--- src/rtl/dcache_dm_pkg.sv ---
// Shared types for the direct-mapped write-through data cache.
package dcache_dm_pkg;

  typedef enum logic [1:0] {
    DC_IDLE  = 2'd0,
    DC_RFILL = 2'd1,
    DC_WRITE = 2'd2,
    DC_DONE  = 2'd3
  } dc_state_e;

endpackage

--- src/rtl/dcache_array.sv ---
// Valid/tag/data storage: combinational read on one index, synchronous write,
// flash clear of all valid bits. Only the valid bits are reset.
module dcache_array #(
  parameter int DW    = 16,
  parameter int TW    = 12,
  parameter int LINES = 16,
  parameter int IW    = 4
) (
  input  logic          clk,
  input  logic          rst,
  input  logic [IW-1:0] rd_idx,
  output logic          rd_valid,
  output logic [TW-1:0] rd_tag,
  output logic [DW-1:0] rd_data,
  input  logic          wr_en,
  input  logic [IW-1:0] wr_idx,
  input  logic          wr_valid,
  input  logic [TW-1:0] wr_tag,
  input  logic [DW-1:0] wr_data,
  input  logic          valid_clr_all
);

  logic [LINES-1:0] valid_q;
  logic [TW-1:0]    tag_mem  [LINES];
  logic [DW-1:0]    data_mem [LINES];

  // A line write wins over the flash clear; the caller folds flush into wr_valid.
  generate
    for (genvar gi = 0; gi < LINES; gi++) begin : g_valid
      always_ff @(posedge clk or negedge rst) begin
        if (!rst) begin
          valid_q[gi] <= 1'b0;
        end else if (wr_en && (wr_idx == IW'(gi))) begin
          valid_q[gi] <= wr_valid;
        end else if (valid_clr_all) begin
          valid_q[gi] <= 1'b0;
        end
      end
    end
  endgenerate

  always_ff @(posedge clk) begin
    if (wr_en) begin
      tag_mem[wr_idx]  <= wr_tag;
      data_mem[wr_idx] <= wr_data;
    end
  end

  assign rd_valid = valid_q[rd_idx];
  assign rd_tag   = tag_mem[rd_idx];
  assign rd_data  = data_mem[rd_idx];

endmodule

--- src/rtl/dcache_dm.sv ---
// Direct-mapped, write-through, no-write-allocate data cache between the
// EXE_MEM register and a variable-latency backing memory.
module dcache_dm
  import dcache_dm_pkg::*;
#(
  parameter int DW    = 16,
  parameter int AW    = 16,
  parameter int LINES = 16,
  parameter int CNTW  = 16
) (
  input  logic            clk,
  input  logic            rst,
  input  logic            cpu_rd,
  input  logic            cpu_wr,
  input  logic [AW-1:0]   cpu_addr,
  input  logic [DW-1:0]   cpu_wdata,
  output logic [DW-1:0]   cpu_rdata,
  output logic            stall,
  input  logic            flush,
  output logic            mem_rd,
  output logic            mem_wr,
  output logic [AW-1:0]   mem_addr,
  output logic [DW-1:0]   mem_wdata,
  input  logic [DW-1:0]   mem_rdata,
  input  logic            mem_ready,
  output logic [CNTW-1:0] hit_cnt,
  output logic [CNTW-1:0] miss_cnt
);

  localparam int IW = $clog2(LINES);
  localparam int TW = AW - IW;

  logic [IW-1:0] idx;
  logic [TW-1:0] tag;
  logic          arr_valid;
  logic [TW-1:0] arr_tag;
  logic [DW-1:0] arr_data;
  logic          hit;
  logic          hit_eff;

  logic          arr_we;
  logic          arr_wvalid;
  logic [DW-1:0] arr_wdata;

  dc_state_e     state_q;
  logic          load_q;
  logic          flushed_q;
  logic [DW-1:0] cpu_rdata_q;
  logic          mem_rd_q;
  logic          mem_wr_q;
  logic [AW-1:0] mem_addr_q;
  logic [DW-1:0] mem_wdata_q;
  logic [CNTW-1:0] hit_cnt_q;
  logic [CNTW-1:0] miss_cnt_q;

  assign idx     = cpu_addr[IW-1:0];
  assign tag     = cpu_addr[AW-1:IW];
  assign hit     = arr_valid && (arr_tag == tag);
  // A flush in the same cycle makes every lookup a miss.
  assign hit_eff = hit && !flush;

  dcache_array #(
    .DW   (DW),
    .TW   (TW),
    .LINES(LINES),
    .IW   (IW)
  ) u_array (
    .clk          (clk),
    .rst          (rst),
    .rd_idx       (idx),
    .rd_valid     (arr_valid),
    .rd_tag       (arr_tag),
    .rd_data      (arr_data),
    .wr_en        (arr_we),
    .wr_idx       (idx),
    .wr_valid     (arr_wvalid),
    .wr_tag       (tag),
    .wr_data      (arr_wdata),
    .valid_clr_all(flush)
  );

  always_comb begin
    arr_we     = 1'b0;
    arr_wvalid = 1'b0;
    arr_wdata  = cpu_wdata;
    case (state_q)
      DC_RFILL: begin
        if (mem_ready) begin
          arr_we     = 1'b1;
          arr_wvalid = !(flushed_q || flush);
          arr_wdata  = mem_rdata;
        end
      end
      DC_WRITE: begin
        if (mem_ready && hit_eff) begin
          arr_we     = 1'b1;
          arr_wvalid = 1'b1;
          arr_wdata  = cpu_wdata;
        end
      end
      default: ;
    endcase
  end

  always_comb begin
    stall = 1'b0;
    if (rst) begin
      case (state_q)
        DC_IDLE:            stall = cpu_wr || (cpu_rd && !hit_eff);
        DC_RFILL, DC_WRITE: stall = 1'b1;
        default:            stall = 1'b0;
      endcase
    end
  end

  always_ff @(posedge clk or negedge rst) begin
    if (!rst) begin
      state_q     <= DC_IDLE;
      load_q      <= 1'b0;
      flushed_q   <= 1'b0;
      cpu_rdata_q <= '0;
      mem_rd_q    <= 1'b0;
      mem_wr_q    <= 1'b0;
      mem_addr_q  <= '0;
      mem_wdata_q <= '0;
      hit_cnt_q   <= '0;
      miss_cnt_q  <= '0;
    end else begin
      case (state_q)
        DC_IDLE: begin
          flushed_q <= 1'b0;
          if (cpu_wr) begin
            state_q     <= DC_WRITE;
            load_q      <= 1'b0;
            mem_wr_q    <= 1'b1;
            mem_addr_q  <= cpu_addr;
            mem_wdata_q <= cpu_wdata;
          end else if (cpu_rd) begin
            if (hit_eff) begin
              cpu_rdata_q <= arr_data;
              if (hit_cnt_q != {CNTW{1'b1}}) hit_cnt_q <= hit_cnt_q + CNTW'(1);
            end else begin
              if (miss_cnt_q != {CNTW{1'b1}}) miss_cnt_q <= miss_cnt_q + CNTW'(1);
              state_q    <= DC_RFILL;
              load_q     <= 1'b1;
              mem_rd_q   <= 1'b1;
              mem_addr_q <= cpu_addr;
            end
          end
        end
        DC_RFILL: begin
          if (flush) flushed_q <= 1'b1;
          if (mem_ready) begin
            mem_rd_q <= 1'b0;
            state_q  <= DC_DONE;
          end
        end
        DC_WRITE: begin
          if (mem_ready) begin
            mem_wr_q <= 1'b0;
            state_q  <= DC_DONE;
          end
        end
        DC_DONE: begin
          // The fill already landed in the data array, even if flushed.
          if (load_q) cpu_rdata_q <= arr_data;
          state_q <= DC_IDLE;
        end
        default: state_q <= DC_IDLE;
      endcase
    end
  end

  assign cpu_rdata = cpu_rdata_q;
  assign mem_rd    = mem_rd_q;
  assign mem_wr    = mem_wr_q;
  assign mem_addr  = mem_addr_q;
  assign mem_wdata = mem_wdata_q;
  assign hit_cnt   = hit_cnt_q;
  assign miss_cnt  = miss_cnt_q;

endmodule

--- config.mk ---
export PLATFORM = sky130hd
export DESIGN_NAME = dcache_dm
export DESIGN_NICKNAME = d
export VERILOG_FILES = /design/src/rtl/dcache_dm_pkg.sv /design/src/rtl/dcache_array.sv /design/src/rtl/dcache_dm.sv
export SDC_FILE = /design/constraint.sdc
export NUM_CORES = 1
export LEC_CHECK = 0
export ABC_AREA = 1
export BUFFER_PORTS_ARGS = -buffer_cell sky130_fd_sc_hd__buf_2
export CAP_MARGIN = 20
export CORE_MARGIN = 10
export CORE_UTILIZATION = 30
export CTS_CLUSTER_SIZE = 10
export DETAILED_ROUTE_END_ITERATION = 8
export PLACE_DENSITY = 0.49
export SLEW_MARGIN = 20
export SYNTH_ARGS = -nofsm -noshare
export SYNTH_HDL_FRONTEND = slang
export SYNTH_SLANG_ARGS = --single-unit
export TNS_END_PERCENT = 100
--- constraint.sdc ---
create_clock -name clk -period 5.2 [get_ports clk]
set_input_delay 1.04 -clock clk [delete_from_list [all_inputs] [get_ports clk]]
set_output_delay 1.04 -clock clk [all_outputs]
set_load 0.1 [all_outputs]
### Word level (Yosys, flattened, before mapping)

Memories as Yosys holds them, arrays and structs flattened.
Cells that the tools add are included.

| operators by class | value |
|---|---|
| add/subtract/negate cells | 2 |
| magnitude comparators | 1 |
| equal/unequal tests | 34 |
| multiplexer cells | 53 |
| bitwise gates (word level) | 2 |
| reduce and logical (&&, ||, !) cells | 57 |

Operator list:

| operator | count |
|---|---|
| 16-bit two-way mux | 9 |
| 2-bit nonzero test | 20 |
| 16-bit by 1-bit adder with 16-bit output (second input constant) | 2 |
| 4-bit equality test (second input constant) | 8 |
| 16-bit inequality test (second input constant) | 2 |
| 16-bit case mux with 2 select lines | 1 |
| 1-bit two-way mux | 31 |
| 1-bit logical AND | 20 |
| 2-bit inequality test (second input constant) | 10 |
| 5-bit AND reduction | 4 |
| 4-bit by 3-bit equality test with 1-bit output (second input constant) | 4 |
| 12-bit equality test | 1 |
| 1-bit case mux with 2 select lines | 6 |
| 3-bit AND reduction | 3 |
| 4-bit by 2-bit equality test with 1-bit output (second input constant) | 2 |
| 2-bit two-way mux | 4 |
| 3-bit inequality test (second input constant) | 2 |
| 2-bit case mux with 3 select lines | 1 |
| 4-bit by 5-bit less-than comparator with 1-bit output (second input constant) | 1 |
| 1-bit binary-select mux with 4-bit select | 1 |
| 2-bit equality test (second input constant) | 2 |
| 4-bit by 1-bit equality test with 1-bit output (second input constant) | 1 |
| 4-bit logical NOT | 1 |
| 2-bit AND reduction | 2 |
| 7 further kinds | 11 |

| word-level totals | value |
|---|---|
| register bits after elaboration | 102 |
| memory bits (writable) | 448 |
| input bits | 54 |
| output and inout bits | 83 |
| word-level logic and storage cells | 177 |
| memories | 2 |

Memories:

| memory | words | bits a word | read ports | clocked after Yosys merged registers in | write ports | line | source |
|---|---|---|---|---|---|---|---|
| u_array.data_mem | 16 | 16 | 1 | 0 | 1 | dcache_array.sv:25 | `logic [DW-1:0] data_mem [LINES];` |
| u_array.tag_mem | 16 | 12 | 1 | 0 | 1 | dcache_array.sv:24 | `logic [TW-1:0] tag_mem [LINES];` |

### Logic depth before layout (Yosys ltp)

| depth | value |
|---|---|
| depth after elaboration | 9 |
| depth in mapped cells | 23 |
| mapped depth without buffers | 20 |

### Hierarchy

Synthesis repeated with hierarchy kept, for this count alone.

| second synthesis, totals | value |
|---|---|
| cells, all modules | 2599 |
| area total of the unflattened synthesis | 24995.2 um2 |

By module, submodules not included:

| module | times used | cells each | area each (um2) | seq. area each (um2) |
|---|---|---|---|---|
| dcache_array | 1 | 1951 | 20169.3 | 13853.3 |
| dcache_dm | 1 | 648 | 4825.9 | 2152.1 |

### Worst setup path after synthesis

Ideal clock, no wire load.

| timing path | value |
|---|---|
| path type | input port to output port |
| start point | input port cpu_addr[0] |
| end point | output port stall |
| arrival | 3.152 ns |
| required time | 4.160 ns |
| setup slack | 1.008 ns |
| stages | 20 |
| buffers on the path | 3 |
| cell sequence | buf_4 > buf_2 > buf_4 > nand2_1 > nand2_1 > nand2_1 > nand3_1 > nand2_1 > nand2_1 > o21ai_0 > nand2_1 > nand3_1 > nor2_2 > nand2_2 > nand2_1 > nand2_1 > nand2_2 > nand2_1 > nand2_1 > inv_1 |

| between the ends | value |
|---|---|
| longest elaborated chain between the ends | 9 |
| elaborated cells between the ends (all ways) | 11 |
| those cells by class | eq/ne (1); mux (4); reduce/logical (5); memory (1) |

RTL lines:

| item | line | source |
|---|---|---|
| from (decl) | dcache_dm.sv:15 | `input logic [AW-1:0] cpu_addr,` |
| memory 16 x 12 bit / 1-bit binary-select mux with 4-bit select (equally long branches) | n/a |  |
| 12-bit equality test / 1-bit two-way mux (equally long branches) | dcache_dm.sv:58, dcache_array.sv:49 |  |
| 1-bit logical AND * | dcache_dm.sv:58 | `assign hit = arr_valid && (arr_tag == tag);` |
| 1-bit logical AND * | dcache_dm.sv:60 | `assign hit_eff = hit && !flush;` |
| 1-bit logical NOT * | dcache_dm.sv:109 | `DC_IDLE: stall = cpu_wr \|\| (cpu_rd && !hit_eff);` |
| 1-bit logical AND * | dcache_dm.sv:109 |  |
| 1-bit logical OR * | dcache_dm.sv:109 |  |
| 1-bit case mux with 2 select lines * | dcache_dm.sv:108 | `case (state_q)` |
| 1-bit two-way mux * | dcache_dm.sv:107 | `if (rst) begin` |
| to (decl) | dcache_dm.sv:18 | `output logic stall,` |

Mark *: on every way between the ends. The rest lies on a longest branch, timed or not. The select of a mux whose other input is x is not followed.

### Worst setup path after layout

Ends and elaborated chain as after synthesis.

==> reports/results.ini <==
[synth]
synth_compound_area_share_pct = 8.25
synthAdderAreaFrac_pct = 0.331
netlist_area_mm2 = 0.0227
ys_seq_elements = 550
synthesis.nets = 2050
yosys.area_share.simple_pct = 15.5
synth_ff_type = edfxtp_1
synth_edf_count = 448
synthDistinctLibCells = 33
syn_area_per_cell_um2 = 11.4
synth-xor-area-share_pct = 1.08
synthMuxAreaShare_pct = 0
ys.warnings.count = 0
netlist.top_cell.by_area = edfxtp_1
ys_async_sr_fraction_pct = 18.5
synth_top_family_by_area = simple AND/OR/NAND/NOR gates
ys_seq_area_share_pct = 70.6
yosys-top-cells-area = edfxtp_1 59%, dfrtp_1 11%, nand2_1 11%
synthCells = 1990
netlist.area_leader.share_pct = 59.3

[run]
maxCapViolCount = 0

[floorplanning]
initial_utilization_pct = 30.4
rows = 100
dieArea_mm2 = 0.0870
ioPinCount = 137
die_w_um = 295
die_h_um = 295
coreArea_mm2 = 0.0747

[route]
routedWlPerCell_um = 20.5
viasPerCell = 4.81
totalWireLength_mm = 65.2
ant_nets = 0
vias = 15319
drc = 0
drt-initial-drc-count = 1098
first_pass_iters = 5

[cts]
cts.sinks = 550
cts_max_path_buffers = 3
cts.clk_slew.worst_paths_ns = 0.05
cts_buffers = 67
clockRootBuffer = clkbuf_16
clock_latency_ns = 0.61
cts_resized = 0
htree_levels = 3
cts-hold-fix-buffers = 0
cts_tree = built
post_cts_buffers = 0

[worst_hold_path]
min_path_type = reg2reg

[setup_path]
worst_setup_path_start_kind = input port
required_ns = 4.16
crit_type = in2out
critPathArrivalTime_ns = 3.62
worstPathMaxFanout = 20
endpoint_kind = output pin

[sta]
fin_crit_sh_pct = 89.7
slew_viol_final = 0
finalSetupViolations = 0
grt_setup_unrepaired = false
final_hold_viol_count = 0
setup_tns_ns = 0
finalCriticalPeriod_ns = 4.66
fin_worst_skew_ns = 0.0248
final.setup.worst_slack_ns = 0.538
worstMarginPinSlew_ns = 1.13
fmax_mhz = 214
maxSlewHeadroom_pct = 24.3

[place]
place_inst = 3065
routabilityCongestion = 0.817
portBuffers = 136
dp_hpwl_mm = 38.3
pre_cts_slack_ns = 0.495

[layout]
drive_above_1_share_pct = 13.3
final_common_cell = nand2_1
stdcell_count = 3185
nFillCells = 7331
diodes = 0
syn_to_final_growth_pct = 18.1
final_cell_mix = 669 x nand2_1, 448 x edfxtp_1, 134 x buf_2
multiInputGateArea_mm2 = 0.00575
nets = 2225
regArea_mm2 = 0.0160

[grt]
grt_usage_pct = 14.8
grt_start_max_net_pins = 66
antenna_found_initial = 0
gr-total-overflow = 0
grt_pass1_wl_mm = 97.9
grt_pass1_vias = 15339

[power]
total_power_mw = 12.8
irDropWorstVdd_mv = 0.410
p_leak_nw = 10.5
power_density_mw_per_mm2 = 480

[run_status]
outcome = complete, no violations

-- layout make-up --
cell class / instances / area share (%)
Multi-Input combinational cell: 1211 / 21.5
Clock buffer: 112 / 7.17
Timing Repair Buffer: 203 / 4.86
Sequential cell: 550 / 59.8
Inverter: 132 / 1.85
Tap cell: 969 / 4.53
Clock inverter: 8 / 0.355
-- metal layers --
layer  track usage, %  share of wire (%)
met3             2.52                4.6
met2             24.4                 48
met4             4.21                2.3
met5                0                  0
met1             19.7                 45
-- worst max-delay path, stage by stage --
cell and delay (ns):
buf_2 0.16, nor2_4 0.56, nand2_1 0.13, nand3_1 0.11, nand2_1 0.05, nand2_1 0.14, nor2_1 0.06, nand2_1 0.05
nand2_1 0.09, nor2_1 0.12, nand2_1 0.07, nor2_1 0.35, nand2_2 0.10, nand2_1 0.09, nand2_1 0.07, nand2_2 0.06
nand2_1 0.05, nand2_1 0.07, inv_1 0.07, buf_12 0.16
-- state kept, by name (all words and copies together) (netlist names) --
name	count
u_array.data_mem	256
mem_rd	1
cpu_rdata	16
mem_addr	16
u_array.tag_mem	192
u_array.valid_q	16
miss_cnt	16
hit_cnt	16
state_q	2
load_q	1
flushed_q	1
mem_wdata	16
mem_wr	1
-- synth_stat cells (3+ instances only) --
cell,instances
a21oi_1,67
a22oi_1,128
buf_1,15
buf_2,24
buf_4,9
buf_6,4
clkbuf_1,45
dfrtp_1,102
edfxtp_1,448
ha_1,6
inv_1,129
inv_2,3
nand2_1,670
nand2_2,3
nand3_1,51
nand4_1,31
nor2_1,77
nor3_1,13
nor4_1,4
o21ai_0,79
o21ai_1,28
or4_1,16
xnor2_1,7
xor2_1,21
-- power breakdown --
group,leakage (nW),switching (mW),internal [mW]
Clock,0.963,1.79,2.57
Combinational,4.21,2.62,0.526
Sequential,5.30,0.150,5.19
Total,10.5,4.56,8.29
-- through the flow --
stage          area [um^2]  utilization [%]  hold slack, ns
2_1_floorplan        22700                -           0.453
3_3_place_gp         24800             33.1           0.461
3_5_place_dp         24800             33.1           0.468
4_1_cts              26800             35.8           0.482
5_1_grt              26800             35.9           0.507
6_report             26800             35.9           0.477
-- final timing paths --
kind	from	endpoint	slack (ns)	cells past startpoint
max	cpu_addr[0]	stall	0.54	20
min	mem_wdata[10]$_DFFE_PN0P_	mem_wdata[10]$_DFFE_PN0P_	0.48	2
max reg2reg	u_array.tag_mem[0][3]$_DFFE_PP_	u_array.tag_mem[14][8]$_DFFE_PP_	1.84	17
min reg2reg	mem_wdata[10]$_DFFE_PN0P_	mem_wdata[10]$_DFFE_PN0P_	0.48	2
max in group asynchronous	rst	cpu_rdata[4]$_DFFE_PN0P_	3.33	3
min in group asynchronous	rst	miss_cnt[4]$_DFFE_PN0P_	0.67	2
-- cells by family after synthesis --
| kind of cell | count (synthesis) |
|---|---|
| AND/OR/NAND/NOR | 870 |
| flip-flops | 550 |
| AO/OA/AOI/OAI | 307 |
| buffers and inverters | 229 |
| XOR/XNOR | 28 |
| adder cells (fa/ha/maj) | 6 |
Power figures use the tool's default switching activity.
